===== config.mk =====
export PLATFORM = sky130hd
export DESIGN_NAME = adc_trigger_frontend
export DESIGN_NICKNAME = d
export VERILOG_FILES = /design/src/rtl/adc_fe_pkg.sv /design/src/rtl/sync_2ff.sv /design/src/rtl/adc_trigger_frontend.sv
export SDC_FILE = /design/constraint.sdc
export NUM_CORES = 1
export LEC_CHECK = 0
export CORE_MARGIN = 8
export CORE_UTILIZATION = 30
export CTS_BUF_LIST = sky130_fd_sc_hd__clkbuf_4
export DETAILED_ROUTE_END_ITERATION = 12
export GPL_TIMING_DRIVEN = 0
export HOLD_SLACK_MARGIN = 0.08
export SLEW_MARGIN = 10
export SYNTH_ARGS = -nofsm -noshare
export SYNTH_HDL_FRONTEND = slang
export SYNTH_SLANG_ARGS = --single-unit

===== constraint.sdc =====
create_clock -name clk -period 3.3 [get_ports clk]
set_clock_uncertainty 0.15 [all_clocks]
set_input_delay 0.66 -clock clk [delete_from_list [all_inputs] [get_ports clk]]
set_output_delay 0.66 -clock clk [all_outputs]
set_load 0.02 [all_outputs]

===== src/rtl/adc_fe_pkg.sv =====
// Shared constants and FSM state type for the ADC trigger front end.
package adc_fe_pkg;

    localparam int unsigned DEF_PERIOD_WIDTH = 16;
    localparam int unsigned DEF_TOL          = 2;
    localparam int unsigned DEF_STABLE_COUNT = 4;
    localparam int unsigned DEF_MIN_PERIOD   = 8;

    typedef enum logic [1:0] {
        StIdle,
        StArmed,
        StTracking,
        StLocked
    } fe_state_e;

endpackage


===== src/rtl/sync_2ff.sv =====
// Two-flop synchroniser for bringing asynchronous inputs into the clk domain.
module sync_2ff #(
    parameter int unsigned WIDTH = 1
) (
    input  logic             clk,
    input  logic             rst_n,
    input  logic [WIDTH-1:0] d,
    output logic [WIDTH-1:0] q
);

    logic [WIDTH-1:0] meta_q;

    // Metastability flop followed by the output flop.
    always_ff @(posedge clk or negedge rst_n) begin
        if (!rst_n) begin
            meta_q <= '0;
            q      <= '0;
        end else begin
            meta_q <= d;
            q      <= meta_q;
        end
    end

endmodule


===== src/rtl/adc_trigger_frontend.sv =====
// ADC sample capture plus comparator period measurement and frequency-lock detection.
module adc_trigger_frontend
    import adc_fe_pkg::*;
#(
    parameter int unsigned PERIOD_WIDTH = DEF_PERIOD_WIDTH,
    parameter int unsigned TOL          = DEF_TOL,
    parameter int unsigned STABLE_COUNT = DEF_STABLE_COUNT,
    parameter int unsigned MIN_PERIOD   = DEF_MIN_PERIOD
) (
    input  logic                    clk,
    input  logic                    rst_n,
    input  logic                    en,
    input  logic                    adc_clk,
    input  logic [11:0]             adc_data,
    input  logic                    signal_in,
    output logic [11:0]             sync_adc_data,
    output logic                    sync_signal_in,
    output logic                    stable,
    output logic [PERIOD_WIDTH-1:0] period,
    output logic                    period_valid
);

    localparam int unsigned MCW = $clog2(STABLE_COUNT + 1);

    logic                    adc_clk_prev_q;
    logic                    sig_prev_q;
    logic                    rise;
    fe_state_e               state_q, state_d;
    logic [PERIOD_WIDTH-1:0] counter_q, counter_d;
    logic [PERIOD_WIDTH-1:0] ref_q, ref_d;
    logic [PERIOD_WIDTH-1:0] period_d;
    logic                    period_valid_d;
    logic [MCW-1:0]          match_cnt_q, match_cnt_d;
    logic [MCW-1:0]          match_inc;
    logic [PERIOD_WIDTH-1:0] diff;
    logic                    match;

    sync_2ff #(
        .WIDTH (1)
    ) u_sync_signal (
        .clk   (clk),
        .rst_n (rst_n),
        .d     (signal_in),
        .q     (sync_signal_in)
    );

    assign rise = sync_signal_in & ~sig_prev_q;

    // ADC strobe edge capture and comparator edge-detect history; both ignore en.
    always_ff @(posedge clk or negedge rst_n) begin
        if (!rst_n) begin
            adc_clk_prev_q <= 1'b0;
            sync_adc_data  <= '0;
            sig_prev_q     <= 1'b0;
        end else begin
            adc_clk_prev_q <= adc_clk;
            sig_prev_q     <= sync_signal_in;
            if (adc_clk && !adc_clk_prev_q) begin
                sync_adc_data <= adc_data;
            end
        end
    end

    // Absolute difference without wrap, then the match qualification.
    always_comb begin
        diff  = (counter_q >= ref_q) ? (counter_q - ref_q) : (ref_q - counter_q);
        match = (counter_q >= PERIOD_WIDTH'(MIN_PERIOD)) && (diff <= PERIOD_WIDTH'(TOL));
        match_inc = match_cnt_q + 1'b1;
    end

    // Next-state logic: edge handling takes priority over counter saturation.
    always_comb begin
        state_d        = state_q;
        counter_d      = counter_q;
        ref_d          = ref_q;
        match_cnt_d    = match_cnt_q;
        period_d       = period;
        period_valid_d = 1'b0;

        if (!en) begin
            state_d     = StIdle;
            counter_d   = '0;
            match_cnt_d = '0;
        end else if (state_q == StIdle) begin
            if (rise) begin
                state_d   = StArmed;
                counter_d = PERIOD_WIDTH'(1);
            end
        end else if (rise) begin
            period_d       = counter_q;
            period_valid_d = 1'b1;
            counter_d      = PERIOD_WIDTH'(1);
            ref_d          = counter_q;
            if (state_q == StArmed) begin
                match_cnt_d = '0;
                state_d     = StTracking;
            end else if (state_q == StTracking) begin
                if (match) begin
                    match_cnt_d = match_inc;
                    if (match_inc == MCW'(STABLE_COUNT)) begin
                        state_d = StLocked;
                    end
                end else begin
                    match_cnt_d = '0;
                end
            end else if (!match) begin
                state_d     = StTracking;
                match_cnt_d = '0;
            end
        end else if (counter_q == '1) begin
            // No edge for a full counter span: signal lost.
            state_d     = StIdle;
            counter_d   = '0;
            match_cnt_d = '0;
        end else begin
            counter_d = counter_q + 1'b1;
        end
    end

    // FSM, measurement registers and registered outputs.
    always_ff @(posedge clk or negedge rst_n) begin
        if (!rst_n) begin
            state_q      <= StIdle;
            counter_q    <= '0;
            ref_q        <= '0;
            match_cnt_q  <= '0;
            period       <= '0;
            period_valid <= 1'b0;
            stable       <= 1'b0;
        end else begin
            state_q      <= state_d;
            counter_q    <= counter_d;
            ref_q        <= ref_d;
            match_cnt_q  <= match_cnt_d;
            period       <= period_d;
            period_valid <= period_valid_d;
            stable       <= (state_d == StLocked);
        end
    end

endmodule


Yosys cells after proc, flatten, opt, wreduce, memory -nomap -nowiden:

Index checks and enable logic that the tools add are counted.
Widths: inputs -> output; s select.

* bits in registers: 55
* bits of input ports: 17
* output and inout bits: 31

* add/sub/neg operators: 4
* $lt $le $gt $ge: 3
* equal/unequal tests: 9
* multiplexer cells: 27
* bitwise logic cells: 3
* reduce and logical (&&, ||, !) cells: 6

Operator list (number)
* $mux 16: 6
* $sub 16x16->16: 2
* $mux 3: 8
* $mux 2: 10
* $add 16x1->16 const B: 1
* $eq 16x16->1 const B: 1
* $ge 16x16->1: 1
* $ge 16x4->1 const B: 1
* $le 16x2->1 const B: 1
* $reduce_and 3->1: 2
* $ne 5x3->1 const B: 1
* $eq 2x2->1 const B: 2
* $add 3x1->3 const B: 1
* $eq 3x3->1 const B: 1
* $mux 1: 3
* $ne 3x1->1 const B: 1
* $ne 3x3->1 const B: 1
* $eq 2x1->1 const B: 1
* $logic_and 1x1->1: 2
* $logic_not 2->1: 1
* $ne 2x2->1 const B: 1
* $not 1->1: 2
* $and 1x1->1: 1
* $logic_not 1->1: 1

Longest topological paths before layout:

* depth in word-level cells: 11
* depth in mapped cells: 13
* mapped depth without buffers: 12

Cells and area by module:

Synthesis repeated with hierarchy kept, for this count alone.

* cell total of the unflattened synthesis: 476
* area, all modules: 4102.7 µm²

Modules (own cells, without submodules)
* adc_trigger_frontend: instances 1, cells each 474, area each 4052.6 µm², seq. area each 1326.3 µm²
* sync_2ff: instances 1, cells each 2, area each 50.0 µm², seq. area each 50.0 µm²

Worst setup path before layout:

OpenSTA, ideal clock, no wires.

* path kind: reg-to-reg
* start point: register ref_q[0]
* end point: register match_cnt_q[0]
* setup time: 82 ps
* arrival time: 2940 ps
* path slack: 128 ps
* cell stages (with the launch flop): 13
* path through: dfrtp_1 inv_1 ha_1 fa_1 nand2b_4 a211o_2 and2_1 o221ai_1 o2111ai_1 or4_4 a22oi_4 nand3_1 a31oi_1

* longest elaborated chain between the ends: 10
* elaborated cells between the ends (all ways): 14

Ends and longest elaborated chain
* start: declaration: line adc_trigger_frontend.sv:30 `logic [PERIOD_WIDTH-1:0] ref_q, ref_d;`
* start signal: assignment: line adc_trigger_frontend.sv:133 `ref_q <= ref_d;`
* $sub 16x16->16 / $ge 16x16->1 (equally long branches): line adc_trigger_frontend.sv:66 `diff = (counter_q >= ref_q) ? (counter_q - ref_q) : (ref_q - counter_q);`
* $mux 16 (*): line adc_trigger_frontend.sv:66
* $le 16x2->1 (*): line adc_trigger_frontend.sv:67 `match = (counter_q >= PERIOD_WIDTH'(MIN_PERIOD)) && (diff <= PERIOD_WIDTH'(TOL));`
* $logic_and 1x1->1 (*): line adc_trigger_frontend.sv:67
* $mux 3: line adc_trigger_frontend.sv:98 `if (match) begin`
* $mux 3: line adc_trigger_frontend.sv:97 `end else if (state_q == StTracking) begin`
* $mux 3: line adc_trigger_frontend.sv:94 `if (state_q == StArmed) begin`
* $mux 3: line adc_trigger_frontend.sv:89 `end else if (rise) begin`
* $mux 3: line adc_trigger_frontend.sv:84 `end else if (state_q == StIdle) begin`
* $mux 3: line adc_trigger_frontend.sv:80 `if (!en) begin`
* end signal: assignment: line adc_trigger_frontend.sv:134 `match_cnt_q <= match_cnt_d;`
* end: declaration: line adc_trigger_frontend.sv:33 `logic [MCW-1:0] match_cnt_q, match_cnt_d;`

Mark *: on every way between the ends. The rest lies on a longest branch, timed or not. The select of a mux whose other input is x is not followed.
A chain may end at the register's enable or synchronous reset.

Worst setup path in the final report:

* start point: register counter_q[0]
* end point: register state_q[0]

* longest elaborated chain between the ends: 10
* elaborated cells between the ends (all ways): 16

Ends and longest elaborated chain
* start: declaration: line adc_trigger_frontend.sv:29 `logic [PERIOD_WIDTH-1:0] counter_q, counter_d;`
* start signal: assignment: line adc_trigger_frontend.sv:132 `counter_q <= counter_d;`
* $sub 16x16->16 / $ge 16x16->1 (equally long branches): line adc_trigger_frontend.sv:66
* $mux 16: line adc_trigger_frontend.sv:66
* $le 16x2->1: line adc_trigger_frontend.sv:67
* $logic_and 1x1->1: line adc_trigger_frontend.sv:67
* $mux 2, on equally long branches: line adc_trigger_frontend.sv:106, adc_trigger_frontend.sv:98
* $mux 2: line adc_trigger_frontend.sv:97
* $mux 2: line adc_trigger_frontend.sv:94
* $mux 2 (*): line adc_trigger_frontend.sv:89
* $mux 2 (*): line adc_trigger_frontend.sv:84
* $mux 2 (*): line adc_trigger_frontend.sv:80
* named net state_d[0]: line adc_trigger_frontend.sv:28 `fe_state_e state_q, state_d;`
* end signal: assignment: line adc_trigger_frontend.sv:123 `state_q <= StIdle;`
* end signal: assignment: line adc_trigger_frontend.sv:131 `state_q <= state_d;`
* end: declaration: line adc_trigger_frontend.sv:28

The timed path passes the listed nets; every way through them passes the cells marked *.

==> key figures <==
Status
  – Status: finished, violations left
  – Violated checks: negative setup slack

Placed design
  – Post-Place Cells: around 750
  – Post-place instance area: 5220 um^2
  – IO buf count: 47
  – Post-DP HPWL: 10.0 mm
  – RePlAce Congestion: 0.912

Min path
  – Hold depth: 0
  – Worst hold path type: reg -> reg
  – HP Start: u_sync_signal.meta_q$_DFF_PN0_

Clock network
  – Root Buffer: clkbuf_4
  – TritonCTS sink count: 55
  – CTS Buffer Depth: 2
  – Skew-Pair Late Insertion Delay: 0.40 ns
  – # H-tree levels: 2
  – Worst-path clk slew: 0.17 ns
  – Cts bufs inserted: 5
  – CTS tree: yes

Power and ir drop
  – Leak Pwr: 2.29 nW
  – VDD IR max: between 0.0002 and 0.0003 V
  – Internal: between 0.0015 and 0.002 W
  – Clock network fraction of total power: 12.0%
  – Switching portion of total power: approximately 45%
  – Power per standard cell area: between 500 and 600 nW/um^2
  – Logic pwr share: roughly 62%
  – Sw power: 0.00147 W
  – Seq pwr share: 25.7%

Floorplanning
  – Core area: 14600 um^2
  – IO Pins: 48
  – FP Rows: 44
  – Die area: approximately 19000 um^2
  – Die X: 138 um
  – Die span in y: 138 um
  – Initial core utilization: 30.8%

Setup path
  – Worst setup SP type: register
  – Worst Path Arrival: 3.49 ns
  – CP Capture Type: register
  – Worst flop-to-flop path startpoint: counter_q[0]$_DFFE_PN0P_
  – Crit path largest cell delay: 0.50 ns
  – CP required: 3.47 ns
  – Worst Setup Path Type: reg -> reg
  – FF-to-FF path depth: 11
  – Worst Setup SP: counter_q[0]$_DFFE_PN0P_
  – CP max stage cell: dfrtp_2
  – Worst path cell trace: ha_4 > fa_2 > nand2b_4 > a211o_4 > and2_4 > o221ai_2 > o2111ai_1 > or4_4 > a22oi_4 > nand3_2 > a31oi_2
  – Worst-path maximum fanout: 6

STA
  – Finish-stage setup viols: 2
  – Final Hold Slack: roughly 0.23 ns
  – Final hold vios: 0
  – Final period util: 101%
  – Relative max-transition margin: 59.6%
  – Final worst-path setup slack: -0.0168 ns
  – FMAX: 301 MHz
  – Slew @ Worst Pin: about 0.60 ns
  – Pins Over Slew Limit: 0
  – Final min period: 3.32 ns
  – Unrepaired setup endpoints after global routing: yes

Final layout
  – Fin cells: 772
  – Final instance area: 5560 um^2
  – Layout Area Growth over Synthesis: 23.5%
  – Share of cells above drive strength 1: 19.2%
  – Layout net count: 641
  – N_diodes: 0
  – Fill cells: 1444
  – Fin util: 38.1%

Flow run
  – Maxcap violations: 0

Detailed routing
  – Routed Antenna Nets: 0
  – Routed wire per std cell: 16.7 um
  – # DRC: 0
  – Post-Route WL: about 13 mm
  – Initial DRC count: 228
  – DR pass1 iterations: 5
  – Number of vias per cell: 5.44
  – Vias: 4199

Logic synthesis
  – Synth cell types: 84
  – Mapped Avg Cell Area: 8.62 um^2
  – Main flop type after synthesis: dfrtp_1
  – Seq/Total Area, Yosys: 30.6%
  – Synth Cell Area: approximately 4500 um^2
  – Syn_nets: between 500 and 600
  – Synthesis warning total: 0
  – Gate Count Post-Synth: 522
  – Synth Register Bits: 55
  – Async set-reset flop share out of synthesis: 100%
  – Post-synth EDFFs: 0

GRT
  – Total global routing overflow: 0
  – First-pass GRT wire length: 21.4 mm
  – Initial antenna violation count: 0
  – Vias in the first global route: 4331
  – All-Layer GR Usage: 13.2%
  – Largest net degree at the start of global routing: 36
power by group through the flow:
stage | clock network, W | logic [W] | registers (W)
final | 0.000392 | 0.00204 | 0.000840
after global routing | 0.000435 | 0.00221 | 0.000855
after CTS | 0.000410 | 0.00193 | 0.000849
after detailed placement | 0 | 0.00183 | 0.000863
after global placement | 0 | 0.00181 | 0.000858
after floorplan | 0 | 0.00120 | 0.000945
flip-flops by register name (all words and copies together), names as in the netlist:
name / cells
counter_q: 16
ref_q: 16
sync_adc_data: 12
match_cnt_q: 3
state_q: 2
adc_clk_prev_q: 1
period_valid: 1
sig_prev_q: 1
stable: 1
u_sync_signal.meta_q: 1
u_sync_signal.q: 1
layer usage:
layer  part of all wire (%)  global-route usage (%)
met5                      0                       0
met4                    2.4                    4.92
met2                     49                    22.8
met1                     43                    15.8
met3                    5.8                    2.43
path summary, 6_finish.rpt:
path / to / slack (ns)
worst max-delay path: state_q[0]$_DFF_PN0_ / -0.02
worst min-delay path: u_sync_signal.q$_DFF_PN0_ / 0.23
worst max register to register: state_q[0]$_DFF_PN0_ / -0.02
worst min register to register: u_sync_signal.q$_DFF_PN0_ / 0.23
max in group asynchronous: counter_q[1]$_DFFE_PN0P_ / 1.84
min in group asynchronous: match_cnt_q[1]$_DFFE_PN0P_ / 0.59
area by class of cell:
| class | count | area (um^2) | share of cell area, % |
|---|---|---|---|
| clock inverters | 3 | 46.3 | 0.833 |
| plain buffers | 20 | 139 | 2.50 |
| inverters | 47 | 176 | 3.17 |
| well taps | 184 | 230 | 4.14 |
| repair buffers | 58 | 567 | 10.2 |
| multi-input cells | 400 | 2980 | 53.6 |
| flip-flops and latches | 55 | 1380 | 24.8 |
| clock buffers | 5 | 37.5 | 0.675 |
cells in the final DEF (no fill, tap or decap), types with 5 or more instances in the layout:
master / n
nand3_1: 11
nor2_1: 33
a21oi_1: 25
and3_1: 7
clkdlybuf4s50_1: 46
nor3_1: 15
ha_1: 30
buf_6: 7
inv_1: 45
clkbuf_4: 5
a21oi_2: 7
a211oi_1: 6
o21bai_1: 5
a21o_1: 6
o21ai_0: 46
dfrtp_1: 51
nand2_1: 55
o21ai_1: 5
xnor2_1: 6
mux2_2: 13
a31oi_1: 6
buf_4: 12
or3_1: 6
xor2_1: 5
nand4_1: 8
clkbuf_1: 7
logic make-up after synthesis:
group / Yosys count / synth area share [%]
compound gates: 162 / 25.7
xor+xnor: 11 / 2.14
fa+ha+maj: 37 / 10.6
buf+inv: 67 / 7.01
flops: 55 / 30.6
mux: 14 / 3.48
simple gates: 176 / 20.5
through the flow:
step | TNS, ns | power (W) | worst slack [ns]
floorplan | 0 | 0.00214 | 0.128
global placement | -19.94 | 0.00266 | -0.445
finish | -0.0289 | 0.00328 | -0.0168
CTS | 0 | 0.00319 | 0.00483
detailed placement | -2.39 | 0.00269 | -0.544
global route | -0.339 | 0.00350 | -0.109
Yosys cell counts, drive strengths merged, types with 9 or more instances:
cell type | number | area, um^2
a211oi | 9 | 82.6
a21oi | 34 | 189
buf | 12 | 105
dfrtp | 55 | 1380
ha | 35 | 438
inv | 47 | 176
mux2 | 13 | 146
nand2 | 56 | 218
nand3 | 12 | 65.1
nand4 | 12 | 100
nor2 | 35 | 136
nor3 | 19 | 100
o21ai | 54 | 278
critical path: cells and delay by family (launching register included):
family                     cells  cell delay, ns
AOI/OAI and AO/OA              5            1.13
and+or+nand+nor                4            0.93
adders and majority gates      2            0.53
DFF                            1            0.50
what timing repair did:
item | in CTS | in global routing
hold buffers | 1 | 0
pin swaps | 6 | 11
setup buffers | 3 | 6
setup endpoints to repair | 5 | 16
resized for setup | 17 | 26
hold endpoints to repair | 20 | 0
No activity file was read; power rests on OpenSTA's default activity.
